`src/rtl/dac_spi_tx_if.sv`:
```
// Handshake and serial-line bundle between the sample pipeline, the DAC transmitter and the DAC pins.
// The slave side is the transmitter; the master side is whoever supplies samples and observes the frame.
interface dac_spi_tx_if #(
  parameter int N = 12
);
  logic         start;
  logic [N-1:0] dato_entrada;
  logic         busy;
  logic         done;
  logic         sync_n;
  logic         sclk;
  logic         sdata;

  modport slave (
    input  start, dato_entrada,
    output busy, done, sync_n, sclk, sdata
  );

  modport master (
    output start, dato_entrada,
    input  busy, done, sync_n, sclk, sdata
  );
endinterface

```
`src/rtl/dac_spi_tx.sv`:
```
// Serial transmitter toward the audio DAC: one zero-padded N-bit sample per start request,
// sent MSB-first as a SYNC/SCLK/DATA frame with every output driven straight from a register.
module dac_spi_tx #(
  parameter int N          = 12,
  parameter int FRAME_BITS = 16,
  parameter int CLK_DIV    = 2
) (
  input  logic           clk,
  input  logic           reset,
  dac_spi_tx_if.slave    io_dac
);

  localparam int BW = (FRAME_BITS > 1) ? $clog2(FRAME_BITS) : 1;
  localparam int DW = (CLK_DIV > 1) ? $clog2(CLK_DIV) : 1;
  localparam logic [BW-1:0] LAST_BIT = BW'(FRAME_BITS - 1);
  localparam logic [DW-1:0] DIV_LAST = DW'(CLK_DIV - 1);

  typedef enum logic [1:0] {
    ST_IDLE,
    ST_SHIFT,
    ST_END
  } state_t;

  state_t                r_state;
  logic [FRAME_BITS-1:0] r_shift;
  logic [BW-1:0]         r_bitCnt;
  logic [DW-1:0]         r_divCnt;
  logic                  r_phaseLow;
  logic                  r_busy;
  logic                  r_done;
  logic                  r_syncN;
  logic                  r_sclk;

  logic [FRAME_BITS-1:0] w_frame;
  logic                  w_phaseEnd;

  assign w_frame    = FRAME_BITS'(io_dac.dato_entrada);
  assign w_phaseEnd = (r_divCnt == DIV_LAST);

  // The shift register is zero outside a frame, so its MSB doubles as the registered sdata.
  always_ff @(posedge clk) begin
    if (reset) begin
      r_state    <= ST_IDLE;
      r_shift    <= '0;
      r_bitCnt   <= '0;
      r_divCnt   <= '0;
      r_phaseLow <= 1'b0;
      r_busy     <= 1'b0;
      r_done     <= 1'b0;
      r_syncN    <= 1'b1;
      r_sclk     <= 1'b1;
    end else begin
      case (r_state)
        ST_IDLE: begin
          r_done <= 1'b0;
          if (io_dac.start) begin
            r_state    <= ST_SHIFT;
            r_shift    <= w_frame;
            r_bitCnt   <= LAST_BIT;
            r_divCnt   <= '0;
            r_phaseLow <= 1'b0;
            r_busy     <= 1'b1;
            r_syncN    <= 1'b0;
            r_sclk     <= 1'b1;
          end
        end
        ST_SHIFT: begin
          if (!w_phaseEnd) begin
            r_divCnt <= r_divCnt + 1'b1;
          end else begin
            r_divCnt <= '0;
            if (!r_phaseLow) begin
              r_phaseLow <= 1'b1;
              r_sclk     <= 1'b0;
            end else if (r_bitCnt != '0) begin
              // Data moves only here, at the start of a high phase, well away from the falling edge.
              r_phaseLow <= 1'b0;
              r_sclk     <= 1'b1;
              r_shift    <= r_shift << 1;
              r_bitCnt   <= r_bitCnt - 1'b1;
            end else begin
              r_state    <= ST_END;
              r_phaseLow <= 1'b0;
              r_shift    <= '0;
              r_syncN    <= 1'b1;
              r_sclk     <= 1'b1;
              r_done     <= 1'b1;
            end
          end
        end
        ST_END: begin
          r_state <= ST_IDLE;
          r_busy  <= 1'b0;
          r_done  <= 1'b0;
        end
        default: begin
          r_state <= ST_IDLE;
        end
      endcase
    end
  end

  assign io_dac.busy   = r_busy;
  assign io_dac.done   = r_done;
  assign io_dac.sync_n = r_syncN;
  assign io_dac.sclk   = r_sclk;
  assign io_dac.sdata  = r_shift[FRAME_BITS-1];

endmodule
```
`src/flat_wrapper.sv`:
```
// flat-port wrapper written by rule: the top's interface ports become plain ports
module dac_spi_tx_flat 
#(
  parameter int N          = 12,
  parameter int FRAME_BITS = 16,
  parameter int CLK_DIV    = 2
)
  (clk, reset, io_dac_start, io_dac_dato_entrada, io_dac_busy, io_dac_done, io_dac_sync_n, io_dac_sclk, io_dac_sdata);
  dac_spi_tx_if #(.N(N)) io_dac_i ();
  input  logic clk;
  input  logic reset;
  input wire logic [$bits(io_dac_i.start)-1:0] io_dac_start;
  input wire logic [$bits(io_dac_i.dato_entrada)-1:0] io_dac_dato_entrada;
  output wire logic [$bits(io_dac_i.busy)-1:0] io_dac_busy;
  output wire logic [$bits(io_dac_i.done)-1:0] io_dac_done;
  output wire logic [$bits(io_dac_i.sync_n)-1:0] io_dac_sync_n;
  output wire logic [$bits(io_dac_i.sclk)-1:0] io_dac_sclk;
  output wire logic [$bits(io_dac_i.sdata)-1:0] io_dac_sdata;
  assign io_dac_i.start = io_dac_start;
  assign io_dac_i.dato_entrada = io_dac_dato_entrada;
  assign io_dac_busy = io_dac_i.busy;
  assign io_dac_done = io_dac_i.done;
  assign io_dac_sync_n = io_dac_i.sync_n;
  assign io_dac_sclk = io_dac_i.sclk;
  assign io_dac_sdata = io_dac_i.sdata;
  dac_spi_tx #(.N(N), .FRAME_BITS(FRAME_BITS), .CLK_DIV(CLK_DIV)) u_core (.clk(clk), .reset(reset), .io_dac(io_dac_i));
endmodule
```
`config.mk`:
```
export PLATFORM = sky130hd
export DESIGN_NAME = dac_spi_tx_flat
export DESIGN_NICKNAME = d
export VERILOG_FILES = /design/src/rtl/dac_spi_tx_if.sv /design/src/rtl/dac_spi_tx.sv /design/src/flat_wrapper.sv
export SDC_FILE = /design/constraint.sdc
export NUM_CORES = 1
export LEC_CHECK = 0
export BUFFER_PORTS_ARGS = -buffer_cell sky130_fd_sc_hd__buf_2
export CORE_ASPECT_RATIO = 1.1
export CORE_MARGIN = 8
export CORE_UTILIZATION = 30
export CTS_CLUSTER_DIAMETER = 50
export DETAILED_ROUTE_END_ITERATION = 12
export GPL_TIMING_DRIVEN = 0
export PLACE_DENSITY = 0.49
export SLEW_MARGIN = 20
export SYNTH_ARGS = -nofsm -noshare
export SYNTH_HDL_FRONTEND = slang
export SYNTH_SLANG_ARGS = --single-unit
```
`constraint.sdc`:
```
create_clock -name clk -period 2.4 [get_ports clk]
set_input_delay 0.24 -clock clk [delete_from_list [all_inputs] [get_ports clk]]
set_output_delay 0.24 -clock clk [all_outputs]
set_load 0.01 [all_outputs]
```
==> results of run 1 <==
[worst reg2reg max path, stage by stage, from the launching register on]
cell	delay, ns
dfxtp_1	0.31
inv_1	0.09
ha_1	0.21
nor3b_1	0.68
o22ai_1	0.17
a221o_1	0.31
[where the power goes]
part	switching [W]	total [W]	internal, W	leakage, nW
clock network	0.000150	0.000373	0.000223	0.0357
logic	0.000100	0.000170	0.0000699	0.350
registers	0.0000191	0.000515	0.000496	0.231
[layout by cell type (no fill, tap or decap), drive strengths merged, types with 3 or more instances in the layout]
cell and instances:
nor2b 3, inv 7, o21ai 5, a21oi 3, nor3 12, o22ai 4, nand3 13, buf 30
clkbuf 6, a311oi 11, nand2 16, dfxtp 28, nor3b 4, nand2b 3
[routing by layer]
| metal | part of all wire, % | wire length, µm |
|---|---|---|
| met1 | 48 | 1590 |
| met2 | 46 | 1540 |
| met3 | 5.1 | 168 |
| met4 | 0.84 | 28 |
| met5 | 0 | 0 |
[cells by family after synthesis]
kind of cell / after synthesis / synth area share [%]
AND/OR/NAND/NOR: 62 / 27.2
AO/OA/AOI/OAI: 34 / 19.3
flip-flops: 28 / 42.1
buffers and inverters: 22 / 9.02
multiplexers: 2 / 1.50
adder cells (fa/ha/maj): 1 / 0.940
[worst paths after layout]
| path | from | end | slack, ns | cells past startpoint |
|---|---|---|---|---|
| worst min register to register | u_core.r_shift[15] | u_core.r_shift[15] | 0.47 | 2 |
| worst max-delay path | u_core.r_bitCnt[0] | u_core.io_dac.sync_n | 0.52 | 5 |
| worst min-delay path | io_dac_dato_entrada[0] | u_core.r_shift[0] | 0.20 | 3 |
| worst max register to register | u_core.r_bitCnt[0] | u_core.io_dac.sync_n | 0.52 | 5 |
[stage by stage]
stage | total power [W] | std cells | setup slack (ns) | util (%)
2_1_floorplan | 0.000643 | 149 | 0.858 | -
4_1_cts | 0.00107 | 225 | 0.496 | 36.4
3_5_place_dp | 0.000696 | 221 | 0.517 | 34.7
3_3_place_gp | 0.000691 | 221 | 0.591 | 34.7
6_report | 0.00106 | 225 | 0.523 | 36.4
5_1_grt | 0.00111 | 225 | 0.455 | 36.4
[registers in the layout, summed over array words and instances, names as in the netlist]
register / cells
u_core.io_dac.busy: 1
u_core.r_shift: 16
u_core.r_bitCnt: 4
u_core.r_phaseLow: 1
u_core.r_state: 2
u_core.io_dac.sync_n: 1
u_core.r_divCnt: 1
u_core.io_dac.sclk: 1
u_core.io_dac.done: 1
[synthesized netlist by cell type]
library cell  count
and4b_1           1
o21ai_0           5
nand2_2           1
ha_1              1
a21oi_1           3
a41oi_1           1
o21bai_1          1
dfxtp_1          28
nand2b_1          3
a2111o_1          1
o22ai_1           4
mux2i_1           2
buf_4             2
nor2_1            2
a221o_1           1
buf_6             3
clkbuf_1          3
or3b_1            2
or3_1             1
nand3_1          13
a211oi_1          1
a311oi_1         11
nor2b_1           3
o32ai_1           2
a31oi_1           2
o221a_2           1
nor3b_4           1
buf_2             6
or4_1             1
nand4b_4          1
buf_1             1
nand4_1           1
nor4_1            1
nor3_1           12
inv_1             7
nor3b_1           3
a221oi_1          1
nand2_1          15
and2b_4           1
[final cells by class]
class | count | area share [%]
clock inverters | 1 | 1.92
multi-input cells | 99 | 41.7
well taps | 54 | 4.33
clock buffers | 3 | 2.65
plain buffers | 15 | 6.01
inverters | 7 | 1.68
repair buffers | 18 | 5.77
flip-flops and latches | 28 | 35.9
==> key figures, run 1 <==
Hold path
  • HP Class: primary input to flip-flop

Timing
  • Final Critical Period: 1.88 ns
  • Fmax: 0.533 GHz
  • # setup viols final: 0
  • Slew @ Worst Pin: between 0.7 and 0.8 ns
  • Endpoints failing hold: 0
  • Final period utilization: 78.2%
  • Worst hold slack: 0.201 ns
  • Worst Clk Skew: 0.00252 ns
  • Fin Setup TNS: 0 ns
  • RSZ-0062 raised after global routing: no
  • Max-slew headroom: 46.9%
  • Max-slew violations: 0

Die
  • Die Y: 85.9 µm
  • Die Area: 6830 µm²
  • # IOs: 20
  • CORE AREA: 4290 µm²
  • Starting density of the core: a little under a third
  • Die width: around 80 µm
  • Core Rows: 25

Cells and area
  • Syn-to-layout area delta: 17.2%
  • Antenna diodes: 0
  • Fillers: 462
  • # nets final: 188
  • Register Area: ~560 µm²
  • Multi-input logic area: 651 µm²
  • Share of cells above drive strength 1: 22.2%
  • Design area: 1560 µm²

Synth
  • Post-synth design cell area: 1330 µm²
  • Synth warnings: 0
  • Synth Instances: 149
  • Yosys top cell area share: 42.1%
  • Top post-synthesis cells by area: dfxtp_1, a311oi_1, nand3_1, nor3_1, nand2_1
  • Synth unique cells: 39
  • Flops & latches, synth: 28
  • Avg Inst Size Synth: 8.93 µm²
  • Sequential fraction of the synthesis area: 42.1%
  • Area leader, netlist: dfxtp_1
  • Syn_nets: 165

Global routing
  • Overall routing resource usage: 9.65%
  • Initial antenna violation count: 0
  • Vias in the first global route: 1166
  • M1 GR Usage: 12.5%
  • First-pass GRT wire length: 5460 µm
  • Met2 GRT Util: 15.6%
  • Remaining global-route overflow: 0
  • Largest net degree at the start of global routing: 17
  • Met3 Use GR: 2.09%
  • Most utilized layer in the global route result: met2

Clock network
  • CTS Hold Buffers Added: 0
  • Worst-skew pair later-pin latency: 0.27 ns
  • CTS root buffer: clkbuf_8
  • CTS Buf Count: 3
  • Clock slew at reported path FFs: about 0.1 ns
  • CTS tree: built
  • Post-CTS Resized: 0
  • Total setup buffers inserted after CTS: 0
  • CTS max path bufs: 2
  • H-tree depth: 1
  • Clock sink count: 28

Detailed routing
  • Post-DRT Antenna Nets: 0
  • DR WL/cell: 14.8 µm
  • DRC Markers: 0
  • Via count: 1215
  • Vias per Instance: 5.40
  • Pre-antenna DRT Iters: 4
  • Drt initial violations: 113
  • Post-Route WL: 3330 µm

Setup path
  • WP buf/inv: 1
  • Crit path kind: flip-flop to flip-flop
  • CP Launch Type: flip-flop
  • Worst Path Arrival: 2.05 ns
  • Max stage delay cell, worst path: nor3b_1
  • Crit Path Max Fanout: 5
  • Sequence of cells on the critical path: inv_1 -> ha_1 -> nor3b_1 -> o22ai_1 -> a221o_1
  • WP data required: around 2.6 ns
  • Top delay family on crit path: simple AND/OR/NAND/NOR gates
  • Largest stage delay, worst path: 0.68 ns
  • Worst Setup End Kind: flip-flop

Placement
  • Routability Congestion: 0.741
  • DPL Wire Length: 2420 µm
  • Port Buffers: 18
  • Placed instance area: 1490 µm²

Status
  • Status: completed

Power and ir drop
  • Power Dens Cells: slightly below 700 nW/µm²
  • Static leakage: 0.617 nW
  • Maximum vdd drop: about 0.00025 V

Flow run
  • Max_cap viols: 0
Power figures use the tool's default switching activity.
==> run 2, diff against run 1 <==
--- a/config.mk
+++ b/config.mk
@@ -12,7 +12,7 @@
 export CTS_CLUSTER_DIAMETER = 50
 export DETAILED_ROUTE_END_ITERATION = 12
 export GPL_TIMING_DRIVEN = 0
-export PLACE_DENSITY = 0.49
+export PLACE_DENSITY = 0.51
 export SLEW_MARGIN = 20
 export SYNTH_ARGS = -nofsm -noshare
 export SYNTH_HDL_FRONTEND = slang
==> constraint.sdc (replaced) <==
create_clock -name clk -period 1.6 [get_ports clk]
set_input_delay 0.16 -clock clk [delete_from_list [all_inputs] [get_ports clk]]
set_output_delay 0.16 -clock clk [all_outputs]
set_load 0.01 [all_outputs]
==> run 2 against run 1 <==
Compared with the run above: cell area increased by 1.5%; die area unchanged; critical path depth decreased by 1; largest power group unchanged; non-clock buffer count unchanged; largest cell class unchanged; power increased by 36%.
==> key figures, run 2 (synthesized netlist as in run 1, its figures left out) <==
Setup path
  • Crit Reg-Reg Endpoint: u_core.r_bitCnt[2]
  • Sequence of cells on the critical path: buf_6 -> nand4b_4 -> or4_1 -> a31oi_1
  • Reg2reg start: u_core.r_state[1]
  • Top delay family on crit path: simple AND/OR/NAND/NOR gates
  • Largest stage delay, worst path: 0.54 ns
  • WP data required: about 1.8 ns
  • Worst reg-to-reg path cell count: 4
  • Max stage delay cell, worst path: or4_1
  • CP Launch Type: flip-flop
  • WP buf/inv: 1
  • Worst Setup End Kind: flip-flop
  • Worst Path Arrival: 1.73 ns
  • Crit Path Max Fanout: 10
  • Flop2flop setup slack: 0.08 ns
  • Crit path kind: flip-flop to flip-flop

Detailed routing
  • Post-DRT Antenna Nets: 0
  • Drt initial violations: 66
  • Vias per Instance: 5.41
  • Post-Route WL: 3390 µm
  • Pre-antenna DRT Iters: 4
  • DRC Markers: 0
  • Via count: 1211
  • DR WL/cell: 15.1 µm

Hold path
  • HP Class: primary input to flip-flop
  • Hold Startpoint: io_dac_dato_entrada[0]
  • Hold Crit Depth: 3
  • Hold EP: u_core.r_shift[0]

Timing
  • Endpoints failing hold: 0
  • Worst hold slack: 0.120 ns
  • Worst Clk Skew: 0.00751 ns
  • Final period utilization: 95.2%
  • Max-slew violations: 0
  • Fmax: roughly 0.66 GHz
  • RSZ-0062 raised after global routing: yes
  • Max-slew headroom: about two thirds
  • # setup viols final: 0
  • Slew @ Worst Pin: 0.510 ns
  • Final Critical Period: 1.52 ns
  • Worst setup margin: 0.0761 ns

Die
  • Die Y: 85.9 µm
  • Core Rows: 25
  • CORE AREA: 4290 µm²
  • Die Area: a little under 7000 µm²
  • Starting density of the core: 31.1%
  • # IOs: 20
  • Die width: 79.5 µm

Cells and area
  • Count of non-filler cells in the finished layout: approximately 220
  • Max reg flops: 16
  • Most frequent cells in the layout: dfxtp_1, buf_2, nand2_1
  • # nets final: 188
  • Most common cell after layout, fill and taps aside: dfxtp_1
  • Top reg by flops: u_core.r_shift
  • Share of cells above drive strength 1: 25.9%
  • Largest registers: u_core.r_shift: 16 flops, u_core.r_bitCnt: 4 flops, u_core.r_state: 2 flops
  • Fillers: 446
  • Syn-to-layout area delta: 19.0%
  • Antenna diodes: 0

Placement
  • Port Buffers: 18
  • Cells after DPL: ~220
  • Routability Congestion: between 0.7 and 0.8
  • DPL Wire Length: 2480 µm
  • Pre-CTS setup slack: -0.225 ns

Power and ir drop
  • Maximum vdd drop: 0.000252 V
  • Power Dens Cells: 910 nW/µm²
  • Static leakage: 0.616 nW

Clock network
  • Clock slew at reported path FFs: about 0.090 ns
  • CTS max path bufs: 2
  • CTS tree: built
  • H-tree depth: 1
  • Worst-skew pair later-pin latency: 0.28 ns
  • CTS root buffer: clkbuf_8
  • Clock sink count: 28
  • CTS Buf Count: 3

Global routing
  • Remaining global-route overflow: 0
  • Vias in the first global route: about 1300
  • First-pass GRT wire length: 5970 µm
  • Overall routing resource usage: 10.6%
  • Initial antenna violation count: 0
  • Largest net degree at the start of global routing: 15

Flow run
  • Max_cap viols: 0

Status
  • Status: completed
-- run 2: layout make-up --
cell class	instances	area, µm²	area share [%]
plain buffers	14	105	6.64
clock buffers	3	41.3	2.61
inverters	7	26.3	1.66
multi-input cells	99	684	43.2
flip-flops and latches	28	562	35.5
well taps	54	67.6	4.27
repair buffers	19	97.6	6.16
-- run 2: per-stage QoR --
| stage | util [%] | TNS (ns) | cell area [µm²] | power, W |
|---|---|---|---|---|
| after floorplan | - | 0 | 1330 | 0.000964 |
| after global placement | 34.7 | -1.56 | 1490 | 0.00103 |
| after detailed placement | 34.7 | -2.53 | 1490 | 0.00104 |
| after CTS | 36.0 | 0 | 1540 | 0.00143 |
| after global routing | 37.0 | -0.0305 | 1580 | 0.00152 |
| final | 37.0 | 0 | 1580 | 0.00144 |
-- run 2: routing by layer --
| metal | wire [µm] | vias up | GRT usage, % |
|---|---|---|---|
| met5 | 0 | - | 0 |
| met4 | 67 | 0 | 4.38 |
| met3 | 164 | 8 | 2.51 |
| met2 | 1690 | 27 | 17.7 |
| met1 | 1470 | 576 | 12.6 |
| li1 | - | 600 | - |
-- run 2: tightest hold or removal path: stages --
cell and delay [ns]:
buf_2 0.10, nand2_1 0.05, a21oi_1 0.05
-- run 2: worst max path at each step --
| stage | startpoint | to | slack, ns | cells past startpoint |
|---|---|---|---|---|
| floorplan | u_core.r_bitCnt[0] | u_core.r_state[0] | 0.06 | 7 |
| global placement | u_core.r_bitCnt[0] | u_core.io_dac.sync_n | -0.20 | 5 |
| detailed placement | u_core.r_bitCnt[0] | u_core.io_dac.sync_n | -0.22 | 5 |
| CTS | u_core.r_bitCnt[0] | u_core.r_state[0] | 0.02 | 6 |
| global route | u_core.r_state[0] | u_core.r_shift[5] | -0.02 | 5 |
| finish | u_core.r_state[1] | u_core.r_bitCnt[2] | 0.08 | 4 |
-- run 2: where the power goes --
group	internal, W	switching (W)	total [W]
Sequential	0.000743	0.0000312	0.000775
Combinational	0.000128	0.000155	0.000283
Clock	0.000169	0.000215	0.000384
-- run 2: repair_timing --
action	CTS	global route
hold buffers	0	0
setup endpoints to repair	17	18
endpoints found under the hold margin	0	0
pin swaps	0	1
buffers inserted	0	1
resized for setup	5	10
==> run 3, diff against run 2 <==
--- a/config.mk
+++ b/config.mk
@@ -5,14 +5,17 @@
 export SDC_FILE = /design/constraint.sdc
 export NUM_CORES = 1
 export LEC_CHECK = 0
+export ABC_AREA = 1
 export BUFFER_PORTS_ARGS = -buffer_cell sky130_fd_sc_hd__buf_2
+export CELL_PAD_IN_SITES_DETAIL_PLACEMENT = 2
+export CELL_PAD_IN_SITES_GLOBAL_PLACEMENT = 2
 export CORE_ASPECT_RATIO = 1.1
 export CORE_MARGIN = 8
-export CORE_UTILIZATION = 30
+export CORE_UTILIZATION = 28
 export CTS_CLUSTER_DIAMETER = 50
 export DETAILED_ROUTE_END_ITERATION = 12
 export GPL_TIMING_DRIVEN = 0
-export PLACE_DENSITY = 0.51
+export PLACE_DENSITY = 0.75
 export SLEW_MARGIN = 20
 export SYNTH_ARGS = -nofsm -noshare
 export SYNTH_HDL_FRONTEND = slang
==> run 3 against run 2 <==
Compared with the run above: via count increased by 5.6%; sequential power increased by 10%; die area increased by 8.0%; core utilization decreased by 2.6 points; sequential share of layout area decreased by 0.47 points; cell count increased by 20%; register-to-register slack improved by 0.08 ns.
==> key figures, run 3 <==
Status
  • Status: completed

Timing
  • Fmax: 0.691 GHz
  • Worst Clk Skew: approximately 0.0037 ns
  • Endpoints failing hold: 0
  • # setup viols final: 0
  • Final period utilization: 90.5%
  • Fin Setup TNS: 0 ns
  • Slew @ Worst Pin: 0.626 ns
  • Max-slew headroom: 58.3%
  • Final Critical Period: ~1.4 ns
  • Max-slew violations: 0
  • RSZ-0062 raised after global routing: no

Power and ir drop
  • Power Dens Cells: approximately 1200 nW/µm²
  • Maximum vdd drop: roughly 0.00033 V
  • Pwr Total: 0.00197 W
  • Static leakage: ~0.73 nW

Clock network
  • CTS tree: built
  • CTS Hold Buffers Added: 0
  • CTS max path bufs: 2
  • Total setup buffers inserted after CTS: 0
  • Clock slew at reported path FFs: 0.10 ns
  • Clock sink count: 28
  • Worst-skew pair later-pin latency: 0.28 ns
  • CTS Buf Count: 3
  • CTS root buffer: clkbuf_8
  • H-tree depth: 1

Cells and area
  • Fillers: around 580
  • Antenna diodes: 0
  • Max reg flops: 16
  • Fin util: about a third
  • Register Area: 563 µm²
  • Most frequent cells in the layout: nand2_1, nor2_1, dfxtp_1
  • Multi-input logic area: 716 µm²
  • Most common cell after layout, fill and taps aside: nand2_1
  • # nets final: 229
  • Share of cells above drive strength 1: 24.5%
  • Syn-to-layout area delta: 17.8%
  • Top reg by flops: u_core.r_shift
  • Largest registers: u_core.r_shift: 16 flops, u_core.r_bitCnt: 4 flops, u_core.r_state: 2 flops

Setup path
  • CP Launch Type: flip-flop
  • Crit path kind: flip-flop to flip-flop
  • WP buf/inv: 3
  • Worst Path Arrival: about 1.6 ns
  • Max stage delay cell, worst path: dfxtp_1
  • Worst reg-to-reg path cell count: 8
  • Crit Path Max Fanout: 10
  • Flop2flop setup slack: 0.15 ns
  • Reg2reg start: u_core.r_bitCnt[0]
  • Top delay family on crit path: flip-flops
  • Worst Setup End Kind: flip-flop
  • Sequence of cells on the critical path: inv_1 -> ha_2 -> nand2_1 -> nand2_4 -> inv_4 -> buf_6 -> o21ai_0 -> nand3_1
  • Largest stage delay, worst path: roughly 0.33 ns
  • WP data required: around 1.7 ns
  • Crit Reg-Reg Endpoint: u_core.io_dac.sync_n

Detailed routing
  • Pre-antenna DRT Iters: 2
  • Post-DRT Antenna Nets: 0
  • Drt initial violations: 70
  • DR WL/cell: roughly 14 µm
  • Vias per Instance: 4.77
  • Via count: approximately 1300
  • DRC Markers: 0
  • Post-Route WL: around 3800 µm

Hold path
  • HP Class: primary input to flip-flop
  • Hold Crit Depth: 3
  • Hold Startpoint: io_dac_dato_entrada[0]
  • Hold EP: u_core.r_shift[0]

Global routing
  • First-pass GRT wire length: ~6700 µm
  • Overall routing resource usage: a little under an eighth
  • Remaining global-route overflow: 0
  • Vias in the first global route: 1389
  • Initial antenna violation count: 0
  • Largest net degree at the start of global routing: 17

Synth
  • Avg Inst Size Synth: 7.23 µm²
  • Synth warnings: 0
  • Share of flip-flops with an asynchronous set or reset: 0%
  • Prevailing post-synth register cell: dfxtp_1
  • Yosys top cell area share: between 40% and 50%
  • Sequential fraction of the synthesis area: 41.0%
  • Syn_nets: 205
  • Cell with the most instances after synthesis: nand2_1
  • Area leader, netlist: dfxtp_1
  • Flops & latches, synth: 28
  • Top post-synthesis cells by area: dfxtp_1, nand2_1, nor2_1, a21oi_1, o21ai_0
  • Post-synth design cell area: 1370 µm²
  • Post-synth top cells: nand2_1, nor2_1, dfxtp_1
  • Number of synthesized flops with an enable pin: 0
  • Synth unique cells: 26
  • Synth Instances: 189

Die
  • Die Y: 89.3 µm
  • Core Rows: 26
  • # IOs: 20
  • Starting density of the core: 29.2%
  • CORE AREA: 4680 µm²
  • Die Area: between 7000 and 8000 µm²
  • Die width: 82.6 µm

Placement
  • DPL Wire Length: 3080 µm
  • Port Buffers: 19
  • Routability Congestion: between 0.7 and 0.8

Flow run
  • Max_cap viols: 0
-- run 3: cell types whose count changed after synthesis, moves of 5 or more --
cell | previous run | this run
o21ai_0 | 5 | 11
nor3_1 | 12 | 1
o21ai_2 | 0 | 6
nand3_1 | 13 | 7
buf_2 | 6 | 1
nand2_1 | 15 | 58
a311oi_1 | 11 | 0
nor2_1 | 2 | 31
a21oi_1 | 3 | 11
-- run 3: layout make-up --
| class | instances | share of cell area [%] |
|---|---|---|
| Timing Repair Buffer | 19 | 5.91 |
| Buffer | 6 | 2.88 |
| Clock inverter | 1 | 1.87 |
| Sequential cell | 28 | 35.0 |
| Tap cell | 56 | 4.35 |
| Inverter | 12 | 2.95 |
| Clock buffer | 3 | 2.57 |
| Multi-Input combinational cell | 143 | 44.5 |
-- run 3: where the power goes --
group	internal, W	leakage [nW]	switching, W
logic	0.000195	0.460	0.000350
registers	0.000788	0.232	0.0000667
clock network	0.000335	0.0357	0.000238
-- run 3: cells by family after synthesis --
kind of cell	count (synthesis)	share of synthesized area (%)
AOI/OAI and AO/OA	30	13.0
adders and majority gates	1	0.916
buffers and inverters	18	6.78
DFF	28	41.0
and+or+nand+nor	112	38.3
-- run 3: through the flow --
step | setup WS (ns) | instance area [µm²] | hold WS (ns) | std cells
2_1_floorplan | 0.289 | 1370 | 0.319 | 189
3_3_place_gp | 0.120 | 1530 | 0.450 | 264
6_report | 0.153 | 1610 | 0.161 | 268
5_1_grt | 0.0416 | 1610 | 0.176 | 268
4_1_cts | 0.0436 | 1600 | 0.164 | 268
3_5_place_dp | 0.0604 | 1530 | 0.469 | 264
-- run 3: worst max path at each step --
stage | from | end | slack, ns | depth (start not counted)
CTS | u_core.r_state[1] | u_core.r_shift[7] | 0.04 | 8
global placement | u_core.r_bitCnt[0] | u_core.io_dac.sync_n | 0.12 | 8
finish | u_core.r_bitCnt[0] | u_core.io_dac.sync_n | 0.15 | 8
floorplan | u_core.r_bitCnt[0] | u_core.io_dac.sync_n | 0.29 | 8
global route | u_core.r_bitCnt[0] | u_core.r_shift[9] | 0.04 | 10
detailed placement | u_core.r_state[1] | u_core.r_shift[7] | 0.06 | 8
-- run 3: timing repair --
action | 4_1_cts | 5_1_grt
gates resized for setup | 0 | 4
endpoints found under the hold margin | 0 | 0
setup endpoints to repair | 0 | 17
-- run 3: per-layer routing --
layer / part of all wire [%] / up-vias / global-route usage (%)
li1: - / 646 / -
met1: 48 / 612 / 14.4
met2: 49 / 17 / 20.0
met3: 3.2 / 4 / 1.71
met4: 0.70 / 0 / 2.83
met5: 0 / - / 0
-- run 3: tightest hold or removal path, cell delays in order --
cell and delay, ns:
buf_2 0.10, nand2_1 0.06, o22ai_1 0.08
